File: src/rtl/tohost_monitor_if.sv
// Store-bus and console-handshake bundle between the core-side environment and tohost_monitor.
// The master side drives the core stores and the console ready signal; the slave side is the monitor.
`timescale 1ns/1ps
interface tohost_monitor_if;
    logic        mem_we;
    logic [31:0] mem_addr;
    logic [31:0] mem_wdata;
    logic        cons_valid;
    logic [7:0]  cons_data;
    logic        cons_ready;

    modport master (output mem_we, mem_addr, mem_wdata, cons_ready,
                    input  cons_valid, cons_data);
    modport slave  (input  mem_we, mem_addr, mem_wdata, cons_ready,
                    output cons_valid, cons_data);
endinterface

File: src/rtl/tohost_monitor.sv
// End-of-test responder on the core store bus: latches the tohost result, counts RUN cycles,
// enforces a watchdog and buffers console bytes in an 8-deep FIFO behind a valid/ready handshake.
`timescale 1ns/1ps
module tohost_monitor #(
    parameter logic [31:0] TOHOST_ADDR  = 32'h0000_0100,
    parameter logic [31:0] CONSOLE_ADDR = 32'h0000_0104,
    parameter int          TIMEOUT      = 220,
    parameter int          CNT_W        = 16
) (
    input  logic             clk,
    input  logic             rst,
    tohost_monitor_if.slave  bus,
    output logic             done,
    output logic             pass,
    output logic             timeout,
    output logic [30:0]      fail_code,
    output logic [CNT_W-1:0] cycle_count,
    output logic             cons_overflow
);

    typedef enum logic [1:0] {ST_RUN, ST_PASS, ST_FAIL, ST_TMO} state_e;

    state_e           state_q, state_d;
    logic [CNT_W-1:0] cnt_q, cnt_d;
    logic [30:0]      fail_code_q, fail_code_d;
    logic             done_q, done_d, pass_q, pass_d, timeout_q, timeout_d;

    logic [7:0]       fifo_mem [8];
    logic [2:0]       wptr_q, wptr_d, rptr_q, rptr_d;
    logic [3:0]       occ_q, occ_d;
    logic [7:0]       head_q, head_d;
    logic             valid_q, valid_d, ovf_q, ovf_d;

    logic in_run, tohost_st, push, pop, full, push_ok;

    assign in_run    = (state_q == ST_RUN);
    assign tohost_st = bus.mem_we && (bus.mem_addr == TOHOST_ADDR);
    assign push      = in_run && bus.mem_we && (bus.mem_addr == CONSOLE_ADDR);
    assign pop       = valid_q && bus.cons_ready;
    assign full      = (occ_q == 4'd8);
    // A full FIFO still accepts a byte when the head leaves in the same cycle.
    assign push_ok   = push && (!full || pop);

    always_comb begin
        // NOTE: every variable gets a default first so no path leaves it unassigned (no latch).
        state_d     = state_q;
        cnt_d       = cnt_q;
        fail_code_d = fail_code_q;
        if (in_run) begin
            cnt_d = cnt_q + CNT_W'(1);
            if (tohost_st && bus.mem_wdata == 32'd1) begin
                state_d = ST_PASS;
            end else if (tohost_st && bus.mem_wdata[0]) begin
                state_d     = ST_FAIL;
                fail_code_d = bus.mem_wdata[31:1];
            end else if (cnt_q == CNT_W'(TIMEOUT - 1)) begin
                state_d = ST_TMO;
            end
        end
        done_d    = (state_d != ST_RUN);
        pass_d    = (state_d == ST_PASS);
        timeout_d = (state_d == ST_TMO);
    end

    always_comb begin
        wptr_d = push_ok ? wptr_q + 3'd1 : wptr_q;
        rptr_d = pop     ? rptr_q + 3'd1 : rptr_q;
        unique case ({push_ok, pop})
            2'b10:   occ_d = occ_q + 4'd1;
            2'b01:   occ_d = occ_q - 4'd1;
            default: occ_d = occ_q;
        endcase
        ovf_d   = ovf_q | (push && !push_ok);
        valid_d = (occ_d != 4'd0);
        // The head register is refilled from storage, or straight from the bus when the FIFO
        // was empty (or about to become empty) so the new byte appears one edge after the push.
        head_d = head_q;
        if (occ_d == 4'd0) begin
            head_d = 8'd0;
        end else if (pop) begin
            head_d = (occ_q == 4'd1) ? bus.mem_wdata[7:0] : fifo_mem[rptr_q + 3'd1];
        end else if (occ_q == 4'd0) begin
            head_d = bus.mem_wdata[7:0];
        end
    end

    // NOTE: sequential state uses non-blocking assignments so all flops update together.
    always_ff @(posedge clk or negedge rst) begin
        if (!rst) begin
            state_q     <= ST_RUN;
            cnt_q       <= '0;
            fail_code_q <= '0;
            done_q      <= 1'b0;
            pass_q      <= 1'b0;
            timeout_q   <= 1'b0;
            wptr_q      <= '0;
            rptr_q      <= '0;
            occ_q       <= '0;
            head_q      <= '0;
            valid_q     <= 1'b0;
            ovf_q       <= 1'b0;
        end else begin
            state_q     <= state_d;
            cnt_q       <= cnt_d;
            fail_code_q <= fail_code_d;
            done_q      <= done_d;
            pass_q      <= pass_d;
            timeout_q   <= timeout_d;
            wptr_q      <= wptr_d;
            rptr_q      <= rptr_d;
            occ_q       <= occ_d;
            head_q      <= head_d;
            valid_q     <= valid_d;
            ovf_q       <= ovf_d;
        end
    end

    // NOTE: storage is not reset; the occupancy count alone decides which entries are live.
    always_ff @(posedge clk) begin
        if (push_ok) fifo_mem[wptr_q] <= bus.mem_wdata[7:0];
    end

    assign done           = done_q;
    assign pass           = pass_q;
    assign timeout        = timeout_q;
    assign fail_code      = fail_code_q;
    assign cycle_count    = cnt_q;
    assign cons_overflow  = ovf_q;
    assign bus.cons_valid = valid_q;
    assign bus.cons_data  = head_q;

endmodule

File: src/flat_wrapper.sv
// flat-port wrapper written by rule: the top's interface ports become plain ports
module tohost_monitor_flat 
#(
    parameter logic [31:0] TOHOST_ADDR  = 32'h0000_0100,
    parameter logic [31:0] CONSOLE_ADDR = 32'h0000_0104,
    parameter int          TIMEOUT      = 220,
    parameter int          CNT_W        = 16
)
  (clk, rst, done, pass, timeout, fail_code, cycle_count, cons_overflow, bus_mem_we, bus_mem_addr, bus_mem_wdata, bus_cons_ready, bus_cons_valid, bus_cons_data);
  tohost_monitor_if bus_i ();
  input  logic clk;
  input  logic rst;
  output logic done;
  output logic pass;
  output logic timeout;
  output logic [30:0] fail_code;
  output logic [CNT_W-1:0] cycle_count;
  output logic cons_overflow;
  input wire logic [$bits(bus_i.mem_we)-1:0] bus_mem_we;
  input wire logic [$bits(bus_i.mem_addr)-1:0] bus_mem_addr;
  input wire logic [$bits(bus_i.mem_wdata)-1:0] bus_mem_wdata;
  input wire logic [$bits(bus_i.cons_ready)-1:0] bus_cons_ready;
  output wire logic [$bits(bus_i.cons_valid)-1:0] bus_cons_valid;
  output wire logic [$bits(bus_i.cons_data)-1:0] bus_cons_data;
  assign bus_i.mem_we = bus_mem_we;
  assign bus_i.mem_addr = bus_mem_addr;
  assign bus_i.mem_wdata = bus_mem_wdata;
  assign bus_i.cons_ready = bus_cons_ready;
  assign bus_cons_valid = bus_i.cons_valid;
  assign bus_cons_data = bus_i.cons_data;
  tohost_monitor #(.TOHOST_ADDR(TOHOST_ADDR), .CONSOLE_ADDR(CONSOLE_ADDR), .TIMEOUT(TIMEOUT), .CNT_W(CNT_W)) u_core (.clk(clk), .rst(rst), .bus(bus_i), .done(done), .pass(pass), .timeout(timeout), .fail_code(fail_code), .cycle_count(cycle_count), .cons_overflow(cons_overflow));
endmodule
File: config.mk
export PLATFORM = sky130hd
export DESIGN_NAME = tohost_monitor_flat
export DESIGN_NICKNAME = d
export VERILOG_FILES = /design/src/rtl/tohost_monitor_if.sv /design/src/rtl/tohost_monitor.sv /design/src/flat_wrapper.sv
export SDC_FILE = /design/constraint.sdc
export NUM_CORES = 1
export LEC_CHECK = 0
export CAP_MARGIN = 20
export CORE_UTILIZATION = 55
export CTS_BUF_LIST = sky130_fd_sc_hd__clkbuf_8 sky130_fd_sc_hd__clkbuf_16
export DETAILED_ROUTE_END_ITERATION = 7
export GPL_TIMING_DRIVEN = 0
export PLACE_DENSITY = 0.87
export SYNTH_ARGS = -nofsm -noshare
export SYNTH_HDL_FRONTEND = slang
export SYNTH_SLANG_ARGS = --single-unit
File: constraint.sdc
create_clock -name clk -period 6.1 [get_ports clk]
set_input_delay 1.525 -clock clk [delete_from_list [all_inputs] [get_ports clk]]
set_output_delay 1.525 -clock clk [all_outputs]
set_load 0.02 [all_outputs]
## Yosys cells after proc, flatten, opt, wreduce, memory -nomap -nowiden

Memories as Yosys holds them, arrays and structs flattened.
Cells that the tools add are included.
W data, S select, Z words.

| cells by class | value |
|---|---|
| $lt $le $gt $ge | 0 |
| divide/modulo/power cells | 0 |
| equality and inequality tests | 10 |
| multipliers | 0 |
| multiplexer cells | 11 |
| bitwise operators | 2 |
| reduce and logical (&&, ||, !) cells | 18 |
| shift-type cells | 0 |
| $add $sub $neg | 5 |

Operators by type and width:

| kind | number |
|---|---|
| $eq A32 B9 Y1 const B | 2 |
| $eq A32 B1 Y1 const B | 1 |
| $mux W8 | 4 |
| $add A16 B1 Y16 const B | 1 |
| $eq A16 B8 Y1 const B | 1 |
| $logic_and A1 B1 Y1 | 8 |
| $logic_not A4 Y1 | 2 |
| $mux W2 | 4 |
| $pmux W4 S2 | 1 |
| $add A3 B1 Y3 const B | 2 |
| $add A4 B1 Y4 const B | 1 |
| $eq A2 B1 Y1 const B | 2 |
| $eq A2 B2 Y1 const B | 2 |
| $eq A4 B1 Y1 const B | 1 |
| $eq A4 B4 Y1 const B | 1 |
| $reduce_bool A4 Y1 | 1 |
| $sub A4 B1 Y4 const B | 1 |
| $reduce_and A3 Y1 | 1 |
| $reduce_bool A3 Y1 | 1 |
| $logic_not A1 Y1 | 2 |
| $logic_not A2 Y1 | 1 |
| $mux W1 | 2 |
| $reduce_bool A2 Y1 | 1 |
| $logic_or A1 B1 Y1 | 1 |
| 2 further kinds | 2 |

| storage, ports and cells | value |
|---|---|
| latch bits | 0 |
| output and inout bits | 60 |
| register bits | 72 |
| logic and storage cells | 59 |
| memories | 1 |
| bits in read-only memories | 0 |
| memory bits (writable) | 64 |
| bits of input ports | 68 |

Memory list:

| name | words | width | rd ports | clocked after Yosys merged registers in | wr ports | RTL line | RTL |
|---|---|---|---|---|---|---|---|
| u_core.fifo_mem | 8 | 8 | 1 | 0 | 1 | tohost_monitor.sv:28 | `logic [7:0] fifo_mem [8];` |

## Depth between registers and ports, before layout

Gate-level depths: netlist of the first run.

| logic depth | value |
|---|---|
| depth after elaboration | 8 |
| mapped depth | 8 |

## Least setup slack after synthesis of the first run

OpenSTA, ideal clock, no wires.

| timing path | value |
|---|---|
| path type | input -> register |
| start | input bus_mem_addr[31] |
| end | memory u_core.fifo_mem[4][0] (enable) |
| path slack | 2.088 ns |
| arrival | 3.614 ns |
| cell stages on the path | 5 |
| path buffers | 0 |
| library setup time | 0.398 ns |
| path through | nor4b_4 > nand4_4 > nor3_4 > o21ai_0 > nor4b_1 |

| on the way | value |
|---|---|
| cells in the longest elaborated chain, start to end | 5 |

Ends and longest elaborated chain:

| element | RTL line | RTL |
|---|---|---|
| from (decl) | flat_wrapper.sv:20 | `input wire logic [$bits(bus_i.mem_addr)-1:0] bus_mem_addr;` |
| $eq A32 B9 Y1 | tohost_monitor.sv:38 | `assign push = in_run && bus.mem_we && (bus.mem_addr == CONSOLE_ADDR);` |
| $logic_and A1 B1 Y1 | tohost_monitor.sv:38 |  |
| $logic_and A1 B1 Y1 | tohost_monitor.sv:42 | `assign push_ok = push && (!full \|\| pop);` |
| $mux W1 | tohost_monitor.sv:120 | `if (push_ok) fifo_mem[wptr_q] <= bus.mem_wdata[7:0];` |
| $mux W1 (not written as such) | tohost_monitor.sv:120 |  |
| to (decl) | tohost_monitor.sv:28 |  |

No other way between the ends.

## Worst setup path in the final report of the first run

| timing path | value |
|---|---|
| start | input bus_mem_addr[26] |
| end | memory u_core.fifo_mem[6][3] (enable) |

Same word-level chain as after synthesis.

==> flow_summary.yaml, run 1 <==
route:
  drt_iter0_markers: 256
  ant_nets: 0
  remaining_drc_errors: 0
  wl_met2_mm: 7.91
  viasPerCell: 6.11
  wl_mm: 15.4
  top_layer_used: "met4"
  vias: 4262
  met3_length_mm: 1.25
  dr.pass1.iters: 5
  wire_per_inst_um: 22.1
  drt-met1-wl_mm: 5.65
layout:
  finish.net_count: 623
  layout-drive-gt1-share_pct: 15.5
  fillers: 599
  area_growth_pct: 34.8
  mostFrequentLayoutCells: "126 x clkdlybuf4s50_1, 72 x dfrtp_1, 64 x edfxtp_1, 40 x nand2_1, 30 x mux2_1"
  layout_commonest_cell: "clkdlybuf4s50_1"
  final_area_mm2: 0.00805
  diodes: 0
  fin_cells: 698
  utilization_pct: 77.3
yosys:
  synth.area.top_cells: "edfxtp_1 32%, dfrtp_1 30%, mux4_2 6.0%, mux2_1 5.7%, nor4_4 2.8%"
  synth_top_family_by_area: "simple AND/OR/NAND/NOR gates"
  yosys_most_used_dff: "dfrtp_1"
  synth-simple-area-share_pct: 14.6
  ys_ff_latch: 136
  syn_inst: 396
  synth_top_cell_by_area: "edfxtp_1"
  synth_top_area_share_pct: 32.2
  yosys-mux-area-fraction_pct: 12.4
  synth_adder_area_share_pct: 1.26
  yosysWarnings: 0
  synth_edf_count: 64
  synth_compound_area_share_pct: 4.63
  synth_area_mm2: 0.00597
  yosysSeqAreaShare_pct: 62.4
  yosys.cell_types.count: 58
  synth_fp_nets: 470
  synth_xor_area_share_pct: 3.08
  syn_area_per_cell_um2: 15.1
  async_flop_share_pct: 52.9
sta:
  finalCriticalPeriod_ns: 4.20
  slew_headroom_pct: 39.6
  period_share_pct: 68.8
  rsz0062_at_grt: "no"
  worst_pin_slew_ns: 0.896
  finalHoldViolations: 0
  hold_ws_ns: 0.483
  clock_skew_ns: 0.00627
  final_max_slew_viol_count: 0
  max_freq_ghz: 0.238
  finalSetupTns_ns: 0
  setup_viol: 0
  fin_ws_ns: 1.90
floorplanning:
  pin_count: 128
  core_area_mm2: 0.0104
  fp.dieW_um: 106
  dieArea_mm2: 0.0113
  rows: 37
  die_h_um: 106
  start_util_pct: 57.3
setup_path:
  crit_fanout: 10
  crit_arrival_ns: 4.42
  cp-startpoint: "bus_mem_addr[26]"
  worstPathCellList: "clkdlybuf4s50_1 > nor4_4 > nand4_4 > nor3_4 > o21ai_0 > nor3_1 > buf_4"
  max_stage_delay_ns: 0.71
  cp-start-kind: "input port"
  r2r_start: "u_core.state_q[1]"
  critPathCaptureType: "flop"
  cp_slowest_cell: "nor3_1"
  crit_type: "input port to flop"
  critPathRequiredTime_ns: 6.33
grt:
  antenna_found_initial: 0
  grt_pass1_wl_mm: 24.2
  grt-ovfl-total: 0
  grt_max_degree: 73
  track_usage_pct: 29.2
  grt_pass1_vias: 4622
clocking:
  cts_root_buf: "clkbuf_8"
  cts_sinks: 136
  post_cts_buffers: 0
  ctsHoldBuffers: 0
  h-tree-depth: 4
  cts_tree: "done"
  clk_latency_ns: 0.51
  path_clk_slew_ns: 0.06
  numCtsBuffers: 17
  clock_path_buffers: 2
  ctsResizeCount: 0
pwr:
  power_density_mw_per_mm2: 352
  power.total_mw: 2.84
  peakVddDrop_mv: 0.217
  p_leak_nw: 3.22
status:
  status: "finished clean"
place:
  hpwl_mm: 9.72
  gp_congestion: 0.814
  port_buffers: 127
  place_inst: 666
  pre_cts_slack_ns: 1.52
  place_area_mm2: 0.00748
flow_run:
  maxCapViolCount: 0
worst_hold_path:
  hp-start: "u_core.cons_overflow"
  hold_class: "flop to flop"
## metal layers
metal | up-vias | global-route usage (%)
met4 | 0 | 15.0
met3 | 48 | 9.75
met5 | - | 0
met1 | 2140 | 33.7
met2 | 230 | 48.4
li1 | 1844 | -
## cells by family after synthesis
group,after synthesis
muxes,49
AOI/OAI and AO/OA,36
adders and majority gates,6
xor gates and xnor gates,21
and+or+nand+nor,129
buffers and inverters,19
DFF,136
## synthesized netlist by cell type (2+ instances only)
| cell type | instances |
|---|---|
| a21oi_1 | 4 |
| a31oi_1 | 8 |
| and2_1 | 2 |
| and3_1 | 3 |
| buf_1 | 2 |
| buf_2 | 3 |
| buf_6 | 3 |
| clkbuf_1 | 3 |
| dfrtp_1 | 72 |
| edfxtp_1 | 64 |
| ha_1 | 6 |
| inv_1 | 7 |
| mux2_1 | 30 |
| mux2_2 | 2 |
| mux4_2 | 16 |
| nand2_1 | 40 |
| nand3_1 | 20 |
| nand4_1 | 6 |
| nand4_4 | 2 |
| nor2_1 | 9 |
| nor3_1 | 7 |
| nor3b_1 | 3 |
| nor4_1 | 12 |
| nor4_4 | 8 |
| nor4b_1 | 2 |
| nor4b_4 | 2 |
| o221ai_1 | 8 |
| o22a_1 | 2 |
| or2_2 | 2 |
| xnor2_1 | 14 |
| xor2_1 | 7 |
## critical path, delay by kind of cell
family | cells | cell delay (ns)
AOI/OAI and AO/OA | 1 | 0.40
buffers and inverters | 2 | 0.74
and+or+nand+nor | 4 | 1.73
## worst paths after layout
path / endpoint / slack, ns / cells after the start
worst max-delay path: u_core.fifo_mem[6][3] / 1.90 / 7
worst min register to register: u_core.cons_overflow / 0.48 / 1
worst max register to register: u_core.fifo_mem[6][3] / 2.90 / 6
min in group asynchronous: u_core.cycle_count[14] / 1.15 / 1
max in group asynchronous: u_core.fail_code[4] / 4.38 / 1
worst min-delay path: u_core.cons_overflow / 0.48 / 1
## power breakdown
part	internal (mW)	switching (mW)
combinational	0.353	0.422
clock	0.615	0.378
sequential	1.02	0.0516
total	1.98	0.852
## registers in the layout, summed over array words and instances, names as in the netlist
name and cells:
u_core.bus.cons_data 8, u_core.cycle_count 16, u_core.bus.cons_valid 1, u_core.fifo_mem 64, u_core.pass 1, u_core.state_q 2
u_core.cons_overflow 1, u_core.rptr_q 3, u_core.occ_q 4, u_core.fail_code 31, u_core.done 1, u_core.wptr_q 3
u_core.timeout 1
## layout make-up
type / count / area, um^2 / area share [%]
Tap cell: 136 / 170 / 2.11
Inverter: 8 / 30.0 / 0.373
Multi-Input combinational cell: 241 / 2170 / 26.9
Timing Repair Buffer: 134 / 1320 / 16.3
Sequential cell: 136 / 3720 / 46.2
Buffer: 11 / 67.6 / 0.839
Clock buffer: 17 / 414 / 5.14
Clock inverter: 15 / 160 / 1.99
No activity file was read; power rests on OpenSTA's default activity.
==> inputs of run 2 (changes only) <==
Settings changed: CORE_UTILIZATION 55 to 51, PLACE_DENSITY 0.87 to 0.82.
Clock period 6.1 ns to 4.3 ns, I/O delays scaled along.
==> flow_summary.yaml, run 2 (synthesized netlist as in run 1, its figures left out) <==
status:
  status: "finished clean"
setup_path:
  cp_slowest_cell: "nor3b_1"
  crit-reg2reg-capture: "u_core.fifo_mem[5][3]"
  max_stage_delay_ns: 0.71
  crit_type: "input port to flop"
  worstPathCellList: "clkdlybuf4s50_1 > nor4_4 > nand4_4 > nor4_4 > nand2_1 > nor3b_1 > buf_2"
  crit_fanout: 10
  rrSetupSlack_ns: 1.19
  critPathRequiredTime_ns: 4.43
  rr_worst_depth: 8
  critPathCaptureType: "flop"
  r2r_start: "u_core.occ_q[0]"
  critPathMostFrequentCell: "nor4_4"
  crit_arrival_ns: 3.88
  cp-start-kind: "input port"
sta:
  hold_ws_ns: 0.489
  rsz0062_at_grt: "no"
  finalCriticalPeriod_ns: 3.75
  slew_headroom_pct: 38.8
  final_max_slew_viol_count: 0
  period_share_pct: 87.2
  setup_viol: 0
  finalHoldViolations: 0
  fin_ws_ns: 0.551
  clock_skew_ns: 0.00765
  max_freq_ghz: 0.267
  worst_pin_slew_ns: 0.918
place:
  hpwl_mm: 9.63
  pre_cts_slack_ns: 0.100
  gp_congestion: 0.779
  place_inst: 673
  port_buffers: 127
clocking:
  numCtsBuffers: 17
  clk_latency_ns: 0.42
  ctsHoldBuffers: 0
  clock_path_buffers: 2
  h-tree-depth: 4
  path_clk_slew_ns: 0.06
  ctsResizeCount: 0
  cts_tree: "done"
  cts_root_buf: "clkbuf_16"
  cts_sinks: 136
  post_cts_buffers: 0
layout:
  finish.net_count: 623
  regMostFlops: "u_core.fifo_mem"
  mostFrequentLayoutCells: "126 x clkdlybuf4s50_1, 72 x dfrtp_1, 64 x edfxtp_1, 40 x nand2_1, 30 x mux2_1"
  layout-drive-gt1-share_pct: 15.8
  layout_commonest_cell: "clkdlybuf4s50_1"
  fin_cells: 705
  fillers: 741
  area_growth_pct: 35.4
  largest_register_ffs: 64
  diodes: 0
grt:
  antenna_found_initial: 0
  grt_pass1_wl_mm: 22.0
  grt-ovfl-total: 0
  grt_pass1_vias: 4272
  track_usage_pct: 24.9
  grt_max_degree: 73
pwr:
  power.total_mw: 4.09
  p_leak_nw: 3.22
  p_int_mw: 2.85
  power_density_mw_per_mm2: 506
  clockPowerShare_pct: 36.3
  power_switching_mw: 1.24
  netSwitchingFraction_pct: 30.3
  peakVddDrop_mv: 0.299
  pwr-share-seq_pct: 37.0
  combPwrFrac_pct: 26.7
floorplanning:
  die_h_um: 110
  start_util_pct: 52.3
  dieArea_mm2: 0.0121
  pin_count: 128
  fp.dieW_um: 110
  core_area_mm2: 0.0114
  rows: 39
route:
  ant_nets: 0
  drt_iter0_markers: 216
  wire_per_inst_um: 19.7
  vias: 4090
  dr.pass1.iters: 7
  remaining_drc_errors: 0
  wl_mm: 13.9
  viasPerCell: 5.80
worst_hold_path:
  hold_class: "flop to flop"
  whs_endpoint: "u_core.fail_code[10]"
  hp-start: "u_core.fail_code[10]"
  hold_path_depth: 1
flow_run:
  maxCapViolCount: 0
[run 2: cell types whose count changed in the layout (fill, tap and decap cells not counted)]
cell / change
clkinv_1: -2
clkinv_2: -2
inv_6: +2
buf_2: +1
buf_4: -1
clkbuf_16: +1
clkbuf_8: -1
clkinv_4: +1
clkinvlp_4: +1
[run 2: power by group through the flow]
| stage | clock network, mW | registers [mW] | logic, mW |
|---|---|---|---|
| floorplan | 0 | 1.57 | 0.674 |
| global placement | 0 | 1.53 | 1.04 |
| detailed placement | 0 | 1.54 | 1.09 |
| CTS | 1.50 | 1.51 | 1.10 |
| global route | 1.55 | 1.52 | 1.20 |
| finish | 1.48 | 1.51 | 1.09 |
[run 2: worst max path at each step]
stage | startpoint | end | slack [ns] | depth (start not counted)
6_report | bus_mem_addr[15] | u_core.fifo_mem[5][3] | 0.55 | 7
3_3_place_gp | bus_mem_addr[31] | u_core.fifo_mem[4][2] | -0.49 | 6
5_1_grt | bus_mem_addr[15] | u_core.fifo_mem[5][2] | 0.41 | 7
3_5_place_dp | bus_mem_addr[15] | u_core.fifo_mem[5][2] | 0.10 | 7
2_1_floorplan | bus_mem_addr[31] | u_core.fifo_mem[4][0] | 0.74 | 5
4_1_cts | bus_mem_addr[15] | u_core.fifo_mem[5][2] | 0.53 | 7
[run 2: per-layer routing]
metal	share of wire (%)	routed length (um)	vias to the layer above	GRT usage [%]
met5	0	0	-	0
li1	-	-	1840	-
met4	1.4	189	0	10.2
met2	51	7050	174	40.0
met3	7.7	1070	14	8.35
met1	40	5590	2062	31.1
[run 2: critical path, delay by kind of cell]
family	cells	cell delay, ns
and+or+nand+nor	5	2.06
buffers and inverters	2	0.75
[run 2: area by class of cell]
| cell class | count | area, um^2 | share of cell area (%) |
|---|---|---|---|
| Tap cell | 143 | 179 | 2.21 |
| Sequential cell | 136 | 3720 | 46.1 |
| Buffer | 11 | 67.6 | 0.836 |
| Clock buffer | 17 | 425 | 5.26 |
| Clock inverter | 15 | 176 | 2.18 |
| Timing Repair Buffer | 134 | 1310 | 16.2 |
| Inverter | 8 | 30.0 | 0.371 |
| Multi-Input combinational cell | 241 | 2170 | 26.8 |
[run 2: metrics by stage]
step / cell area [um^2] / TNS, ns / util, %
after floorplan: 5970 / 0 / -
after CTS: 8090 / 0 / 70.8
after global placement: 7420 / -29.39 / 65.0
after detailed placement: 7480 / 0 / 65.5
after global routing: 8090 / 0 / 70.8
final: 8090 / 0 / 70.8
